### src/rtl/fifo_pkg.sv
// Shared types and constants for the FIFO read-side burst controller.
package fifo_pkg;

  typedef enum logic [1:0] {
    IDLE = 2'd0,
    ARM  = 2'd1,
    READ = 2'd2,
    DONE = 2'd3
  } state_e;

  localparam int MODE_DRAIN = 0;
  localparam int MODE_BURST = 1;
  localparam int ERR_CNT_W  = 16;

  // Increment that sticks at all-ones instead of wrapping.
  function automatic logic [ERR_CNT_W-1:0] sat_inc(input logic [ERR_CNT_W-1:0] v);
    return (v == '1) ? v : v + 1'b1;
  endfunction

endpackage

### src/rtl/fifo_burst_rd_sync_bit.sv
// Multi-stage flip-flop synchroniser for a single-bit level signal.
module sync_bit #(
  parameter int STAGES = 2
) (
  input  logic clk,
  input  logic rst_n,
  input  logic d,
  output logic q
);

  logic [STAGES-1:0] sync_q, sync_d;

  // Shift the raw level in at the bottom of the chain.
  always_comb begin
    sync_d = {sync_q[STAGES-2:0], d};
  end

  // Synchroniser chain register.
  always_ff @(posedge clk or negedge rst_n) begin
    if (!rst_n) sync_q <= '0;
    else        sync_q <= sync_d;
  end

  assign q = sync_q[STAGES-1];

endmodule

### src/rtl/fifo_burst_rd.sv
// Read-side controller for the dual-clock test FIFO: arms on full or an
// occupancy threshold, drains or reads fixed bursts, and checks the words
// against the write side's incrementing pattern.
module fifo_burst_rd
  import fifo_pkg::*;
#(
  parameter int DATA_W      = 8,
  parameter int CNT_W       = 8,
  parameter int BURST_LEN   = 16,
  parameter int SYNC_STAGES = 2,
  parameter int MODE        = 0
) (
  input  logic                 rd_clk,
  input  logic                 rst_n,
  input  logic                 enable,
  input  logic [DATA_W-1:0]    fifo_rd_data,
  input  logic                 full,
  input  logic                 empty,
  input  logic                 almost_empty,
  input  logic [CNT_W-1:0]     rd_data_count,
  input  logic                 rd_rst_busy,
  input  logic                 err_clr,
  output logic                 fifo_rd_en,
  output logic                 out_valid,
  output logic [DATA_W-1:0]    out_data,
  output logic                 burst_done,
  output logic                 data_err,
  output logic [ERR_CNT_W-1:0] err_cnt
);

  localparam logic [CNT_W-1:0] BURST_LEN_C = CNT_W'(BURST_LEN);
  localparam logic [CNT_W-1:0] LAST_BEAT   = CNT_W'(BURST_LEN - 1);

  state_e               state_q, state_d;
  logic [CNT_W-1:0]     beat_cnt_q, beat_cnt_d;
  logic                 rd_pend_q, rd_pend_d;
  logic                 out_valid_q, out_valid_d;
  logic [DATA_W-1:0]    out_data_q, out_data_d;
  logic [DATA_W-1:0]    exp_q, exp_d;
  logic                 data_err_q, data_err_d;
  logic [ERR_CNT_W-1:0] err_cnt_q, err_cnt_d;
  logic                 full_sync;
  logic                 trigger;

  sync_bit #(.STAGES(SYNC_STAGES)) u_full_sync (
    .clk   (rd_clk),
    .rst_n (rst_n),
    .d     (full),
    .q     (full_sync)
  );

  // Reads only in READ, never into an empty FIFO or one resetting.
  assign fifo_rd_en = (state_q == READ) & ~empty & ~rd_rst_busy;
  assign burst_done = (state_q == DONE);
  assign trigger    = (MODE == MODE_BURST) ? (rd_data_count >= BURST_LEN_C) : full_sync;

  // Next-state and beat counter; FIFO reset aborts everything back to IDLE.
  always_comb begin
    state_d    = state_q;
    beat_cnt_d = beat_cnt_q;
    case (state_q)
      IDLE: if (enable && !rd_rst_busy) state_d = ARM;
      ARM: begin
        if (!enable)      state_d = IDLE;
        else if (trigger) state_d = READ;
      end
      READ: begin
        if (MODE == MODE_BURST) begin
          if (fifo_rd_en) begin
            beat_cnt_d = beat_cnt_q + 1'b1;
            if (beat_cnt_q == LAST_BEAT) state_d = DONE;
          end
        end else if (almost_empty) begin
          state_d = DONE;
        end
      end
      DONE: begin
        beat_cnt_d = '0;
        state_d    = enable ? ARM : IDLE;
      end
      default: state_d = IDLE;
    endcase
    if (rd_rst_busy && state_q != IDLE) begin
      state_d    = IDLE;
      beat_cnt_d = '0;
    end
  end

  // Read pipeline (FIFO latency 1, then output register) and pattern check.
  always_comb begin
    rd_pend_d   = fifo_rd_en;
    out_valid_d = rd_pend_q;
    out_data_d  = rd_pend_q ? fifo_rd_data : out_data_q;
    exp_d       = exp_q;
    data_err_d  = data_err_q;
    err_cnt_d   = err_cnt_q;
    if (err_clr) begin
      data_err_d = 1'b0;
      err_cnt_d  = '0;
    end
    if (out_valid_q) begin
      exp_d = out_data_q + 1'b1;
      if (out_data_q != exp_q) begin
        data_err_d = 1'b1;
        err_cnt_d  = err_clr ? ERR_CNT_W'(1) : sat_inc(err_cnt_q);
      end
    end
  end

  // Control state registers.
  always_ff @(posedge rd_clk or negedge rst_n) begin
    if (!rst_n) begin
      state_q    <= IDLE;
      beat_cnt_q <= '0;
    end else begin
      state_q    <= state_d;
      beat_cnt_q <= beat_cnt_d;
    end
  end

  // Datapath and checker registers.
  always_ff @(posedge rd_clk or negedge rst_n) begin
    if (!rst_n) begin
      rd_pend_q   <= 1'b0;
      out_valid_q <= 1'b0;
      out_data_q  <= '0;
      exp_q       <= '0;
      data_err_q  <= 1'b0;
      err_cnt_q   <= '0;
    end else begin
      rd_pend_q   <= rd_pend_d;
      out_valid_q <= out_valid_d;
      out_data_q  <= out_data_d;
      exp_q       <= exp_d;
      data_err_q  <= data_err_d;
      err_cnt_q   <= err_cnt_d;
    end
  end

  assign out_valid = out_valid_q;
  assign out_data  = out_data_q;
  assign data_err  = data_err_q;
  assign err_cnt   = err_cnt_q;

endmodule
### config.mk
export PLATFORM = sky130hd
export DESIGN_NAME = fifo_burst_rd
export DESIGN_NICKNAME = d
export VERILOG_FILES = /design/src/rtl/fifo_pkg.sv /design/src/rtl/fifo_burst_rd_sync_bit.sv /design/src/rtl/fifo_burst_rd.sv
export SDC_FILE = /design/constraint.sdc
export NUM_CORES = 1
export LEC_CHECK = 0
export ABC_CLOCK_PERIOD_IN_PS = 1800
export BUFFER_PORTS_ARGS = -buffer_cell sky130_fd_sc_hd__buf_2
export CORE_ASPECT_RATIO = 0.7
export CORE_MARGIN = 1.5
export CORE_UTILIZATION = 25
export CTS_CLUSTER_SIZE = 40
export DETAILED_ROUTE_END_ITERATION = 12
export HOLD_SLACK_MARGIN = 0.03
export PLACE_DENSITY = 0.55
export SKIP_LAST_GASP = 1
export SLEW_MARGIN = 20
export SYNTH_ARGS = -nofsm -noshare
export SYNTH_HDL_FRONTEND = slang
export SYNTH_SLANG_ARGS = --single-unit
### constraint.sdc
create_clock -name rd_clk -period 1.8 [get_ports rd_clk]
set_input_delay 0.18 -clock rd_clk [delete_from_list [all_inputs] [get_ports rd_clk]]
set_output_delay 0.18 -clock rd_clk [all_outputs]
set_load 0.01 [all_outputs]
==> results of run 1 <==
[layer usage]
metal,vias to the layer above,GRT usage
met4,0,0.02338
met3,2,0.03109
met2,38,0.1540
met1,827,0.1842
li1,862,-
met5,-,0
[layout make-up]
type | instances | share of cell area
timing repair buffer | 84 | 0.1927
inverter | 6 | 0.007919
sequential | 39 | 0.3449
clock inverter | 3 | 0.005279
multi-input combinational | 135 | 0.3608
clock buffer | 5 | 0.04399
tap | 101 | 0.04443
[power by group]
group	total [uW]	internal (uW)	switching [uW]
Clock	839	505	333
Combinational	487	256	230
Sequential	1060	985	71.4
[repair_timing]
| item | 4_1_cts | 5_1_grt |
|---|---|---|
| resized for setup | 1 | 17 |
| setup endpoints to repair | 3 | 15 |
| hold buffers | 2 | 0 |
| pin swaps | 3 | 5 |
| buffers inserted | 3 | 3 |
| hold endpoints to repair | 40 | 0 |
| gates cloned | 1 | 1 |
[final timing paths]
kind                                       start                    end  slack (ns)
max reg2reg                           err_cnt[7]             err_cnt[6]        0.04
max                                   err_cnt[7]             err_cnt[6]        0.04
min in group asynchronous                  rst_n               data_err        0.50
min reg2reg                u_full_sync.sync_q[0]  u_full_sync.sync_q[1]        0.35
max in group asynchronous                  rst_n            out_data[3]        0.92
min                                  rd_rst_busy             state_q[1]        0.08
[flip-flops by register name, summed over array words and instances, names as in the netlist]
name	cells
state_q	2
err_cnt	16
data_err	1
out_valid_d	1
exp_q	8
out_data	8
out_valid	1
u_full_sync.sync_q	2
[synth_stat cells (all sizes together), types with 3 or more instances]
master and n:
dfrtp 39, a21oi 19, nor2 18, mux2 12, xnor2 11, or4 7, clkbuf 6, inv 6
nand2 6, nand3 6, nand4 6, o21ai 5, o31ai 5, buf 4, o41ai 4, xor2 4
and3 3, nor3 3, or4b 3
[critical path: stages (launching register included)]
cell     delay [ns]
dfrtp_2        0.38
nand4_4        0.11
or4_4          0.63
nor2_4         0.18
nor3_2         0.06
mux2_4         0.29
[kinds of logic (layout without fill, tap and decap cells)]
family | count (synthesis) | in the layout | share of synthesized area
compound gates | 37 | 37 | 0.1135
xor+xnor | 15 | 15 | 0.06550
fa+ha+maj | 2 | 2 | 0.01247
buf+inv | 16 | 98 | 0.04616
flops | 39 | 39 | 0.4866
mux | 13 | 13 | 0.07423
simple gates | 66 | 68 | 0.2015
[stage by stage]
stage | setup WS, ns | setup TNS (ns) | area (sq um)
2_1_floorplan | -0.1299 | -0.5103 | 2013
3_3_place_gp | -0.02183 | -0.04361 | 2549
3_5_place_dp | -0.05064 | -0.08002 | 2549
4_1_cts | -0.003317 | -0.005821 | 2746
5_1_grt | -0.03533 | -0.1267 | 2844
6_report | 0.03856 | 0 | 2844
==> run summary, run 1 <==
Status -> finished, final reports clean
Max VDD drop -> 0.4163 mV
CTS H-tree lvls -> 2
Setup crit end kind -> flop
Total GRT Usage -> 0.1164
Layout cell share with drive strength beyond 1 -> 0.4779
Number of global-route vias before repair -> 1532
Clock latency on the worst-skew pair -> 0.27 ns
Die height -> 77.94 microns
Type of the tightest min-delay check -> in2reg
First-pass GRT wire length -> 7714 microns
Synth area leader -> dfrtp_1
Hold WS -> 0.08302 ns
DR pass1 iterations -> 4
# diodes -> 0
Initial antenna violation count -> 0
Fraction of registers with async set/reset -> 1.000
Final core occ -> 0.3644
Die area -> 8578 sq um
DRC marker count from the first detailed-route iteration -> 51
Area delta synth->final -> 41.80%
F_max -> 567.7 MHz
Static Leak -> 0.001307 uW
Grt ovf -> 0
Met1 Wirelength -> 2716 microns
Post-synth EDFFs -> 0
DIE WIDTH -> 110.1 microns
CP Max Fanout -> 5
Final Non-Filler Cells -> 373
#FFs+latches synth -> 39
Clock sinks -> 39
Final Hold Viols -> 0
HPWL after DPL -> 3443 microns
Final setup fails -> 0
Max_cap viols -> 0
DRC viols -> 0
Dpl cells -> 355
Post-Route Skew -> 0.005730 ns
Vias -> 1729
CTS max path bufs -> 2
Clk slew on worst S/H paths -> 0.06 ns
Register area -> 980.9 sq um
RSZ-0062 raised after global routing -> yes
Hold Path Depth -> 2
Arr. time, crit path -> 1.92 ns
Fin nets -> 297
Slew @ Worst Pin -> 0.5157 ns
Core area -> 7804 sq um
Mapped Nets -> 214
Num CTS Buffers -> 5
Slew Limit Fails -> 0
Synth top area share -> 0.4866
Ys flop type -> dfrtp_1
Worst R2R Path Depth -> 5
Max_slew headroom -> 0.6562
Largest net degree at the start of global routing -> 40
# rows -> 27
Required time of the critical path -> 1.96 ns
Top post-synthesis cells by area -> dfrtp_1, mux2_2, xnor2_1
Fillcell total -> 772
Max layer used -> met4
Met3 wire length -> 235 microns
Ys Warns -> 0
PwrDens -> 837.4 nW/um^2
Syn Inst Count -> 188
Critical path class -> reg2reg
CTS Root Cell -> clkbuf_16
TritonCTS clock tree -> yes
Multi-input gate area -> 1026 sq um
Starting density of the core -> 0.2570
Mapped Area -> 2006 sq um
Critical Path Source Type -> flop
Minimum clock period -> 1.761 ns
Most frequent cells in the layout -> buf_2, buf_4, dfrtp_1
Number of port buffers -> 43
WL/cell -> 13.46 microns
Post-route ant nets -> 0
Drt total wl -> 5020 microns
Final period util -> 0.9786
Vias per cell -> 4.635
Met2 Wirelength -> 2052 microns
Commonest non-fill, non-tap cell in the layout -> buf_2
Final Power -> 2381 uW
IO Pins -> 52
Syn_area_per_cell -> 10.67 sq um
Routability Congestion -> 0.8113
Sequential area share after synthesis -> 0.4866
Library cells used by synthesis -> 42
(Power assumes the default switching activity.)
==> run 2: changes to the inputs <==
--- a/config.mk
+++ b/config.mk
@@ -6,14 +6,14 @@
 export NUM_CORES = 1
 export LEC_CHECK = 0
 export ABC_CLOCK_PERIOD_IN_PS = 1800
-export BUFFER_PORTS_ARGS = -buffer_cell sky130_fd_sc_hd__buf_2
 export CORE_ASPECT_RATIO = 0.7
 export CORE_MARGIN = 1.5
 export CORE_UTILIZATION = 25
 export CTS_CLUSTER_SIZE = 40
 export DETAILED_ROUTE_END_ITERATION = 12
+export DONT_BUFFER_PORTS = 1
 export HOLD_SLACK_MARGIN = 0.03
-export PLACE_DENSITY = 0.55
+export PLACE_DENSITY_LB_ADDON = 0.1
 export SKIP_LAST_GASP = 1
 export SLEW_MARGIN = 20
 export SYNTH_ARGS = -nofsm -noshare
==> run 2 against run 1 <==
Compared with the run above:
- the run now ends with negative hold slack, negative setup slack left
- power down 0.41%
- first-iteration DRC count down 14%
- worst hold slack worse by 0.12 ns
- clock power up 4.2%
- clock-buffer cell count up 2
- routed wire length up 1.1%
- register-to-register slack worse by 0.05 ns
- maximum frequency down 2.5%
- largest cell class unchanged
==> run summary, run 2 (synthesis results as in run 1) <==
Final Non-Filler Cells -> 333
Fin worst setup slack -> -0.007084 ns
Die area -> 8578 sq um
# diodes -> 0
Fillcell total -> 782
First-pass GRT wire length -> 8542 microns
Number of global-route vias before repair -> 1648
Grt ovf -> 0
Arr. time, crit path -> 1.96 ns
Critical Path Source Type -> flop
Starting density of the core -> 0.2570
HPWL after DPL -> 3669 microns
Most frequent cells in the layout -> buf_4, dfrtp_1, nor2_1
Drt total wl -> 5077 microns
CP Max Fanout -> 8
TritonCTS clock tree -> yes
Slew @ Worst Pin -> 0.4753 ns
Final Power -> 2372 uW
Static Leak -> 0.001129 uW
Max FFs per register -> 16
IO Pins -> 52
Type of the tightest min-delay check -> in2reg
Num CTS Buffers -> 5
Vias per cell -> 4.814
Max_slew headroom -> 0.6749
Slew Limit Fails -> 0
WL/cell -> 15.25 microns
Clk slew on worst S/H paths -> 0.06 ns
Die height -> 77.94 microns
Clock sinks -> 39
Final Hold Viols -> 11
Area delta synth->final -> 34.12%
CTS Root Cell -> clkbuf_16
Setup crit end kind -> flop
Largest net degree at the start of global routing -> 40
# rows -> 27
Number of port buffers -> 0
Final setup fails -> 1
Routability Congestion -> 0.7363
Commonest non-fill, non-tap cell in the layout -> buf_4
Minimum clock period -> 1.807 ns
CTS max path bufs -> 2
PwrDens -> 881.6 nW/um^2
DIE WIDTH -> 110.1 microns
Max VDD drop -> 0.3962 mV
RSZ-0062 raised after global routing -> yes
Initial antenna violation count -> 0
Status -> finished with violations
Layout cell share with drive strength beyond 1 -> 0.3836
Hold Buf Count CTS -> 5
Core area -> 7804 sq um
Max_cap viols -> 0
Critical path class -> reg2reg
Violated checks -> negative hold slack, negative setup slack
DRC marker count from the first detailed-route iteration -> 44
Post-Route Skew -> 0.005443 ns
Required time of the critical path -> 1.96 ns
Dpl cells -> 316
DR pass1 iterations -> 4
Fin nets -> 257
CTS H-tree lvls -> 2
Total GRT Usage -> 0.1289
F_max -> 553.4 MHz
Clock latency on the worst-skew pair -> 0.27 ns
Vias -> 1603
Final period util -> 1.004
Hold WS -> -0.03995 ns
Post-route ant nets -> 0
DRC viols -> 0
-- run 2: routing by layer --
layer,share of wire,vias up,global-route usage
met3,0.059,2,0.03866
met5,0,-,0
met2,0.44,37,0.1888
li1,-,773,-
met4,0.0039,0,0.01558
met1,0.50,791,0.1901
-- run 2: final cells by class --
class	count	area, sq um	area share
flip-flops and latches	39	980.9	0.3647
inverters	6	22.52	0.008372
well taps	101	126.4	0.04698
repair buffers	46	395.4	0.1470
multi-input cells	133	1017	0.3781
clock inverters	1	5.005	0.001860
clock buffers	7	142.6	0.05302
-- run 2: stage by stage --
| step | setup WS (ns) | utilization | instance area (sq um) | TNS [ns] |
|---|---|---|---|---|
| floorplan | -0.1299 | - | 2013 | -0.5103 |
| global placement | -0.04979 | 0.3024 | 2360 | -0.08250 |
| detailed placement | -0.07970 | 0.3024 | 2360 | -0.1361 |
| CTS | -0.03315 | 0.3333 | 2601 | -0.03760 |
| global route | -0.08725 | 0.3447 | 2690 | -0.7016 |
| finish | -0.007084 | 0.3447 | 2690 | -0.007084 |
-- run 2: path summary, 6_finish.rpt --
path | start | to | slack, ns | cells past startpoint
hold / removal | err_clr | err_cnt[2] | -0.04 | 1
setup / recovery | err_cnt[9] | err_cnt[6] | -0.007 | 5
setup reg to reg | err_cnt[9] | err_cnt[6] | -0.007 | 5
min in group asynchronous | rst_n | err_cnt[4] | 0.36 | 2
hold reg to reg | u_full_sync.sync_q[0] | u_full_sync.sync_q[1] | 0.35 | 0
max in group asynchronous | rst_n | out_data[3] | 1.22 | 2
-- run 2: timing repair --
item	CTS	global route
hold endpoints to repair	55	11
buffers inserted	2	2
pin swaps	1	4
setup endpoints to repair	8	16
gates resized for setup	5	17
-- run 2: worst max-delay path, stage by stage (launching register included) --
cell,delay (ns)
dfrtp_1,0.39
nand4_4,0.10
or4_4,0.64
nor2_8,0.20
nor3_2,0.07
mux2_4,0.29
-- run 2: power breakdown --
part           switching, uW  total, uW  leakage, uW  internal [uW]
Sequential              74.0       1060     0.000509            985
Combinational            215        438     0.000547            223
Clock                    325        874    0.0000739            549
Total                    615       2370      0.00113           1760
==> run 3: changes to the inputs <==
--- a/config.mk
+++ b/config.mk
@@ -18,4 +18,5 @@
 export SLEW_MARGIN = 20
 export SYNTH_ARGS = -nofsm -noshare
 export SYNTH_HDL_FRONTEND = slang
+export SYNTH_HIERARCHICAL = 1
 export SYNTH_SLANG_ARGS = --single-unit
==> run 3 against run 2 <==
Compared with the run above:
- the run now ends clean
- register-to-register slack improved by 0.08 ns
- flip-flop and latch count did not move
- maximum frequency rose by 4.7%
- global-route usage barely moved
- first-iteration DRC count rose by 41%
- sequential share of layout area rose by 1.2 points
- synthesized cell count rose by 1.6%
- worst setup slack improved by 0.081 ns
- utilization fell by 1.2 points
- via count fell by 2.2%
- design area fell by 3.6%
- combinational power barely moved
- critical endpoint is now err_cnt[8]
- largest cell class is now sequential cells
==> run summary, run 3 <==
Status -> finished, final reports clean
DRC viols -> 0
Core area -> 7804 sq um
Initial antenna violation count -> 0
Clk slew on worst S/H paths -> 0.06 ns
Type of the tightest min-delay check -> in2reg
Number of global-route vias before repair -> 1637
Mapped Nets -> 217
Total GRT Usage -> 0.1285
Vias -> 1567
HPWL after DPL -> 3674 microns
Fin nets -> 253
Num CTS Buffers -> 5
Syn Inst Count -> 191
# diodes -> 0
Clock latency on the worst-skew pair -> 0.28 ns
Clock sinks -> 39
CP Buf/Inv Count -> 1
Area delta synth->final -> 29.97%
Arr. time, crit path -> 1.92 ns
Post-Route Skew -> 0.005226 ns
Main combinational cell family by area after synthesis -> simple AND/OR/NAND/NOR gates
Grt ovf -> 0
CTS Root Cell -> clkbuf_16
Syn_area_per_cell -> 10.45 sq um
CP cell instances -> ha_2 -> buf_4 -> nand4_1 -> or4_4 -> nand3_2 -> or4_1 -> a21oi_1
Post-synth EDFFs -> 0
Final setup fails -> 0
CTS max path bufs -> 2
Most frequent cells in the layout -> dfrtp_1, buf_4, nor2_1, a21oi_1, xnor2_1
Synth Area in Simple Gates -> 0.2188
F_max -> 579.3 MHz
WL/cell -> 15.58 microns
Final Hold Viols -> 0
Setup bufs post-CTS -> 0
Critical path class -> reg2reg
Post-route ant nets -> 0
Sequential area share after synthesis -> 0.4890
Static Leak -> 0.001075 uW
Max FFs per register -> 16
Max VDD drop -> 0.4904 mV
IO Pins -> 52
Met1 Use GR -> 0.1863
Final instance area -> 2594 sq um
DR pass1 iterations -> 4
Layout cell share with drive strength beyond 1 -> 0.2763
CP max stage cell -> or4_1
Die area -> 8536 sq um
Commonest non-fill, non-tap cell in the layout -> dfrtp_1
PwrDens -> 974.3 nW/um^2
DIE WIDTH -> 109.8 microns
Die height -> 77.75 microns
Max_slew headroom -> 0.6492
Critical Path Source Type -> flop
Adder-Cell Fraction of Synth Area -> 0.01254
Number of port buffers -> 0
Mux cell area share after synthesis -> 0.07837
Post-synthesis xor/xnor area fraction -> 0.06583
Largest net degree at the start of global routing -> 40
# rows -> 27
#FFs+latches synth -> 39
Drt total wl -> 5127 microns
CP Max Fanout -> 4
Minimum clock period -> 1.726 ns
RSZ-0062 raised after global routing -> yes
Starting density of the core -> 0.2557
Library cells used by synthesis -> 40
Routability Congestion -> 0.7559
Met2 Usage GRT -> 0.1845
Setup crit end kind -> flop
Slew @ Worst Pin -> 0.5245 ns
Synth area leader -> dfrtp_1
Required time of the critical path -> 1.99 ns
Setup_tns -> 0 ns
M3 GR Usage -> 0.04202
TritonCTS clock tree -> yes
Synth cell count leaders -> dfrtp_1, a21oi_1, nor2_1
Mapped Area -> 1996 sq um
Max_cap viols -> 0
DRC marker count from the first detailed-route iteration -> 62
Final Power -> 2527 uW
Slew Limit Fails -> 0
CTS H-tree lvls -> 2
First-pass GRT wire length -> 8487 microns
Hold WS -> 0.05148 ns
Critical path's largest stage delay -> 0.40 ns
GR peak layer -> met1
Top delay family on crit path -> simple AND/OR/NAND/NOR gates
Top post-synthesis cells by area -> dfrtp_1, mux2_2, xnor2_1
Synth Area in Compound Gates -> 0.1016
Final period util -> 0.9591
Vias per cell -> 4.763
Most common cell in the netlist -> dfrtp_1
Ys flop type -> dfrtp_1
Fraction of registers with async set/reset -> 1.000
Ys Warns -> 6
Cell Area, Placed -> 2328 sq um
Synth top area share -> 0.4890
==> run 3: metrics by stage <==
stage / cells / util / setup WS, ns
after floorplan: 191 / - / 0.02225
after global routing: 329 / 0.3324 / -0.01383
final: 329 / 0.3324 / 0.07367
after CTS: 329 / 0.3296 / 0.04893
after detailed placement: 315 / 0.2984 / 0.06171
after global placement: 315 / 0.2984 / 0.09214
==> run 3: logic make-up (layout without fill, tap and decap cells) <==
kind of cell    count (synthesis)  after routing
simple gates                   72             72
compound gates                 34             34
buf+inv                        15             52
flops                          39             39
mux                            14             14
xor+xnor                       15             15
fa+ha+maj                       2              2
==> run 3: path summary, 6_finish.rpt <==
path	from	end	slack, ns	depth (start not counted)
hold reg to reg	u_full_sync/sync_q[0]	u_full_sync/sync_q[1]	0.35	0
setup / recovery	err_cnt[1]	err_cnt[8]	0.07	7
max in group asynchronous	rst_n	err_cnt[0]	1.23	2
min in group asynchronous	rst_n	err_cnt[4]	0.36	2
hold / removal	fifo_rd_data[3]	out_data[3]	0.05	1
setup reg to reg	err_cnt[1]	err_cnt[8]	0.07	7
==> run 3: routing by layer <==
layer	vias to the layer above	wire length, microns
met5	-	0
met4	0	18
met3	2	263
met2	27	2215
met1	772	2630
li1	766	-
==> run 3: what timing repair did <==
| action | in CTS | in global routing |
|---|---|---|
| hold endpoints to repair | 54 | 0 |
| hold buffers | 6 | 0 |
| resized for setup | 0 | 6 |
| endpoints found under the setup margin | 0 | 8 |
==> run 3: power breakdown <==
| part | internal [uW] | leakage (uW) | switching, uW | total, uW |
|---|---|---|---|---|
| combinational | 223 | 0.000473 | 212 | 435 |
| sequential | 984 | 0.000515 | 71.8 | 1060 |
| clock | 689 | 0.0000868 | 347 | 1040 |
==> run 3: cell type report <==
class	instances	area, sq um
Tap cell	101	126.4
Clock buffer	6	138.9
Timing Repair Buffer	37	315.3
Multi-Input combinational cell	137	975.9
Clock inverter	2	35.03
Inverter	7	26.28
Fill cell	775	5210
Sequential cell	39	975.9
